## src/rtl/debounce_pkg.sv

```systemverilog
// Shared types and helpers for the input debouncer.
// Holds the FSM state type, counter sizing and legal parameter limits.
package debounce_pkg;

  typedef enum logic [0:0] {
    STABLE   = 1'b0,
    COUNTING = 1'b1
  } state_t;

  localparam int SYNC_MIN = 2;
  localparam int SYNC_MAX = 4;
  localparam int DEB_MIN  = 1;

  function automatic int cnt_w(input int cycles);
    return $clog2(cycles + 1);
  endfunction

endpackage

```

## src/rtl/input_debouncer_sync_chain.sv

```systemverilog
// Plain flop synchronizer for an asynchronous input.
// Stages only shift; nothing sits between them.
module sync_chain #(
  parameter int   STAGES    = 2,
  parameter logic RESET_VAL = 1'b0
) (
  input  logic clk,
  input  logic rst,
  input  logic d,
  output logic q
);

  logic [STAGES-1:0] ff;

  // shift din through the chain, preset to RESET_VAL on reset
  always_ff @(posedge clk or negedge rst) begin
    if (!rst) begin
      ff <= {STAGES{RESET_VAL}};
    end else begin
      ff <= {ff[STAGES-2:0], d};
    end
  end

  assign q = ff[STAGES-1];

endmodule

```

## src/rtl/input_debouncer.sv

```systemverilog
// Debounces a raw input into a clean level plus rise/fall pulses.
// q flips only after DEBOUNCE_CYCLES consecutive samples disagree with it.
module input_debouncer
  import debounce_pkg::*;
#(
  parameter int   SYNC_STAGES     = 2,
  parameter int   DEBOUNCE_CYCLES = 4,
  parameter logic RESET_VAL       = 1'b0
) (
  input  logic clk,
  input  logic rst,
  input  logic din,
  output logic q,
  output logic rise,
  output logic fall,
  output logic busy
);

  localparam int CNT_W = cnt_w(DEBOUNCE_CYCLES);
  localparam logic [CNT_W-1:0] CNT_MAX =
    CNT_W'(DEBOUNCE_CYCLES - 1);
  localparam logic [CNT_W-1:0] CNT_ONE = CNT_W'(1);

  generate
    if (SYNC_STAGES < SYNC_MIN || SYNC_STAGES > SYNC_MAX) begin : g_bad_sync
      $error("SYNC_STAGES out of range");
    end
    if (DEBOUNCE_CYCLES < DEB_MIN) begin : g_bad_deb
      $error("DEBOUNCE_CYCLES must be >= 1");
    end
  endgenerate

  logic             s;
  state_t           state;
  logic [CNT_W-1:0] cnt;

  sync_chain #(
    .STAGES    (SYNC_STAGES),
    .RESET_VAL (RESET_VAL)
  ) u_sync (
    .clk (clk),
    .rst (rst),
    .d   (din),
    .q   (s)
  );

  // stability FSM: count disagreeing samples, flip q on the last one
  always_ff @(posedge clk or negedge rst) begin
    if (!rst) begin
      state <= STABLE;
      cnt   <= '0;
      q     <= RESET_VAL;
      rise  <= 1'b0;
      fall  <= 1'b0;
      busy  <= 1'b0;
    end else begin
      rise <= 1'b0;
      fall <= 1'b0;
      unique case (state)
        STABLE: begin
          cnt <= '0;
          if (s != q) begin
            if (DEBOUNCE_CYCLES == 1) begin
              q    <= s;
              rise <= s;
              fall <= ~s;
            end else begin
              cnt   <= CNT_ONE;
              state <= COUNTING;
              busy  <= 1'b1;
            end
          end
        end
        COUNTING: begin
          if (s == q) begin
            cnt   <= '0;
            state <= STABLE;
            busy  <= 1'b0;
          end else if (cnt == CNT_MAX) begin
            q     <= s;
            rise  <= s;
            fall  <= ~s;
            cnt   <= '0;
            state <= STABLE;
            busy  <= 1'b0;
          end else begin
            cnt <= cnt + CNT_ONE;
          end
        end
        default: begin
          cnt   <= '0;
          state <= STABLE;
          busy  <= 1'b0;
        end
      endcase
    end
  end

endmodule
```

## config.mk

```make
export PLATFORM = sky130hd
export DESIGN_NAME = input_debouncer
export DESIGN_NICKNAME = d
export VERILOG_FILES = /design/src/rtl/debounce_pkg.sv /design/src/rtl/input_debouncer_sync_chain.sv /design/src/rtl/input_debouncer.sv
export SDC_FILE = /design/constraint.sdc
export NUM_CORES = 1
export LEC_CHECK = 0
export CORE_AREA = 8 8 45 47
export DETAILED_ROUTE_END_ITERATION = 12
export DIE_AREA = 0 0 53 55
export MAX_ROUTING_LAYER = met4
export PLACE_DENSITY = 0.56
export SLEW_MARGIN = 15
export SYNTH_ARGS = -nofsm -noshare
export SYNTH_HDL_FRONTEND = slang
export SYNTH_SLANG_ARGS = --single-unit
export TNS_END_PERCENT = 30
```

## constraint.sdc

```tcl
create_clock -name clk -period 1.9 [get_ports clk]
set_clock_uncertainty 0.1 [all_clocks]
set_input_delay 0.285 -clock clk [delete_from_list [all_inputs] [get_ports clk]]
set_output_delay 0.285 -clock clk [all_outputs]
set_load 0.1 [all_outputs]
```

After elaboration in Yosys (flattened, before gate mapping). Cells that the tools add are included.

Bits in registers: 10. Bits in latches: 0. Bits in writable memories: 0. Memory bits (read-only): 0. Input bits: 3. Output and inout bits: 4. Word-level logic and storage cells: 36. Memories: 0.

Add/subtract/negate cells: 1. $mul: 0. Divide/modulo/power cells: 0. $lt $le $gt $ge: 0. Equality and inequality tests: 5. Shifts and indexed selects: 0. Muxes and demuxes: 18. Bitwise gates (word level): 3. Reduce and logical (&&, ||, !) cells: 2.

Operators with widths (count): 2-to-1 mux 1 bit (13); 2-to-1 mux 3 bit (2); one-hot mux 3 bit (2 select lines) (1); one-hot mux 1 bit (2 select lines) (2); adder 3 x 1 -> 3 bit, second input constant (1); equality test 3 x 2 -> 1 bit, second input constant (1); != test 3 x 1 -> 1 bit, second input constant (1); NOT 1 bit (3); AND reduction 3 bit (1); != test 2 bit, second input constant (1); AND reduction 2 bit (1); equality test 1 bit (1); != test 1 bit (1).

Logic depth before layout (Yosys ltp).
Depth after elaboration: 4. Mapped depth: 4. Mapped depth without buffers: 4.

By module. Synthesis repeated with hierarchy kept, for this count alone.

Cells, all modules: 25. Area, all modules: 367.9 µm².

By module, submodules not included: input_debouncer (instances 1, cells each 23, area an instance 317.8 µm², sequential area each 200.2 µm²); sync_chain (instances 1, cells each 2, area an instance 50.0 µm², sequential area each 50.0 µm²).

Worst setup path before layout. OpenSTA, ideal clock, no wires.

Kind: register -> register. Start point: register q. End point: register cnt[1]. Library setup time: 0.120 ns. Arrival time: 1.400 ns. Required time: 1.680 ns. Setup slack: 0.280 ns. Cell stages (with the launch flop): 3. Buffers on the path: 0. Period minus slack after synthesis: 1.620 ns. Path through: dfrtp_1 -> xor2_2 -> and3_1.

Cells in the longest elaborated chain, start to end: 3.

Ends and longest elaborated chain: from (decl) (line input_debouncer.sv:13) `output logic q,`; from (signal assigned) (line input_debouncer.sv:64) `q <= s;`; from (signal assigned) (line input_debouncer.sv:80) `q <= s;`; equality test 1 bit (line input_debouncer.sv:75) `if (s == q) begin`; 2-to-1 mux 3 bit (line input_debouncer.sv:75); one-hot mux 3 bit (2 select lines) (line input_debouncer.sv:59) `unique case (state)`; to (signal assigned) (line input_debouncer.sv:87) `cnt <= cnt + CNT_ONE;`; to (decl) (line input_debouncer.sv:35) `logic [CNT_W-1:0] cnt;`.

No other way between the ends. A chain may end at the register's enable or synchronous reset.

Final worst setup path.
Start point: register cnt[0]. End point: register q.

Cells in the longest elaborated chain, start to end: 2.

Ends and longest elaborated chain: equality test 3 x 2 -> 1 bit (line input_debouncer.sv:79) `end else if (cnt == CNT_MAX) begin`; AND reduction 3 bit (no source line).

No other way between the ends.

==> results.py <==
metrics = {
    "clock_tree": {
        "cts_tree": "yes",
        "cts_inserted_buffers": 3,
        "ctsHoldBuffers": 0,
        "cts_resized": 0,
        "h-tree-depth": 1,
        "cts-root-buf": "clkbuf_4",
        "postCtsSetupBuffers": 0,
        "cts_buffer_depth": 2,
        "clk_pin_slew_ns": 0.06,
        "clock-sinks": 10,
        "clk_latency_ns": 0.25,
    },
    "sta": {
        "setup_violations": 0,
        "worstMarginPinSlew_ns": 0.431,
        "slew_viol_final": 0,
        "relSlewSlack": 0.712,
        "finalSetupTns_ns": 0,
        "rsz0062_at_grt": "no",
        "min_period_ns": 1.42,
        "finalCritPeriodShare": 0.748,
        "fmax_mhz": 704,
        "hold_violations": 0,
    },
    "pwr": {
        "p_clk_frac": 0.167,
        "p_leak_nw": 0.226,
        "power_density_nw_per_um2": 1690,
        "switchingPower_mw": 0.344,
        "peakVddDrop_v": 0.000686,
        "p_total_mw": 0.822,
        "comb_power_share": 0.438,
        "seq_power_share": 0.395,
        "netSwitchingFraction": 0.418,
        "internal_power_mw": 0.479,
    },
    "synthesis": {
        "synth_area_sq_um": 368,
        "ys.warnings.count": 0,
        "avgSynthCellArea_sq_um": 14.7,
        "syn-instance-count": 25,
        "ys_seq_area_frac": 0.680,
        "yosysUniqueCellTypes": 14,
        "ys_seq_elements": 10,
        "syn_nets": 29,
    },
    "setup_path": {
        "critPathMaxFanout": 4,
        "cp.arrival_ns": 1.46,
        "r2r_cells": 4,
        "end_kind": "flip-flop",
        "worstReg2RegStart": "cnt[0]",
        "critPathLaunchType": "flip-flop",
        "crit_start": "cnt[0]",
        "required_ns": 1.94,
        "r2r_end": "q",
        "critPathKind": "flip-flop to flip-flop",
        "crit_path_end": "q",
        "rrSetupSlack_ns": 0.48,
    },
    "floorplanning": {
        "core_sq_um": 1380,
        "die_h_um": 55,
        "ios": 7,
        "start_util": 0.266,
        "die_x_um": 53,
        "dieArea_sq_um": 2920,
        "rows": 14,
    },
    "grt": {
        "grt_pass1_wl_um": 1030,
        "antenna_found_initial": 0,
        "grt_max_degree": 11,
        "track_usage": 0.0556,
        "gr-total-overflow": 0,
        "grt_pass1_vias": 231,
    },
    "detailed_routing": {
        "ant_nets": 0,
        "dr.pass1.iters": 1,
        "drc": 0,
        "via_count": 211,
        "drt_iter0_drc": 0,
        "vias_per_cell": 4.22,
        "wl_per_cell_um": 12.9,
        "wl_um": 643,
    },
    "outcome": {
        "status": "completed",
    },
    "finish": {
        "layout_common_cells": "dfrtp_1 (10), clkbuf_4 (3)",
        "area_growth_pct": 32.0,
        "insertedDiodeCount": 0,
        "layout.cells.most_common": "dfrtp_1",
        "drive_gt1_frac": 0.265,
        "nets": 40,
        "fillCellCount": 126,
    },
    "place": {
        "gp_congestion": 0.632,
        "io_buffer_count": 6,
        "dpl.hpwl_um": 483,
    },
    "run": {
        "maxCapViolations": 0,
    },
    "min_path": {
        "hold_class": "input port to async pin",
    },
}
## per-layer routing
metal	GRT usage	vias up	share of wire
li1	-	104	-
met1	0.0606	98	0.49
met2	0.0684	7	0.44
met3	0.0160	2	0.053
met4	0.0776	0	0.017
met5	-	-	0
## cell families after synthesis
logic type	Yosys count	synth area share
simple gates	10	0.184
xor+xnor	1	0.0442
fa+ha+maj	1	0.0340
compound gates	2	0.0272
mux	1	0.0306
flops	10	0.680
## power by group through the flow
stage,registers (mW),logic (mW),clock network [mW]
2_1_floorplan,0.468,0.0877,0
3_3_place_gp,0.326,0.357,0
3_5_place_dp,0.329,0.363,0
4_1_cts,0.326,0.365,0.142
5_1_grt,0.331,0.381,0.151
6_report,0.324,0.360,0.138
## Yosys cell counts, drive strengths merged
library cell / number / area (sq um)
and2: 2 / 12.5
and3: 1 / 6.26
and4b: 1 / 10.0
dfrtp: 10 / 250
ha: 1 / 12.5
mux2: 1 / 11.3
nand2: 1 / 3.75
nand3b: 1 / 7.51
nor2: 1 / 3.75
nor2b: 1 / 8.76
nor3b: 2 / 15.0
o21ai: 2 / 10.0
xor2: 1 / 16.3
## worst min path at each step
| stage | startpoint | to | slack [ns] |
|---|---|---|---|
| floorplan | rst | busy | -0.11 |
| global placement | u_sync.ff[0] | u_sync.ff[1] | 0.24 |
| detailed placement | u_sync.ff[0] | u_sync.ff[1] | 0.25 |
| CTS | rst | busy | 0.24 |
| global route | u_sync.ff[0] | u_sync.ff[1] | 0.25 |
| finish | rst | cnt[2] | 0.24 |
## sequential cells by signal (all words and copies together) (netlist names)
signal     count
rise           1
cnt            3
fall           1
busy           1
state          1
u_sync.ff      2
q              1
## final cells by class
type	instances	area (sq um)	area share
clock buffer	3	22.5	0.0464
sequential	10	250	0.515
tap	16	20.0	0.0412
multi-input combinational	15	118	0.242
timing repair buffer	6	75.1	0.155
## critical path, stage by stage (launching register included)
cell and delay [ns]:
dfrtp_1 0.38, ha_1 0.20, nor2b_2 0.16, nand2_1 0.13, mux2_1 0.33
## stage by stage
| step | hold slack, ns | instance area (sq um) | std cells | utilization | setup slack (ns) |
|---|---|---|---|---|---|
| final | 0.235 | 485 | 50 | 0.351 | 0.479 |
| after global placement | 0.237 | 463 | 47 | 0.335 | 0.523 |
| after detailed placement | 0.245 | 463 | 47 | 0.335 | 0.483 |
| after floorplan | -0.111 | 368 | 25 | - | 0.280 |
| after global routing | 0.250 | 485 | 50 | 0.351 | 0.405 |
| after CTS | 0.240 | 485 | 50 | 0.351 | 0.467 |
Note: power is estimated with default switching activity, not from simulation.
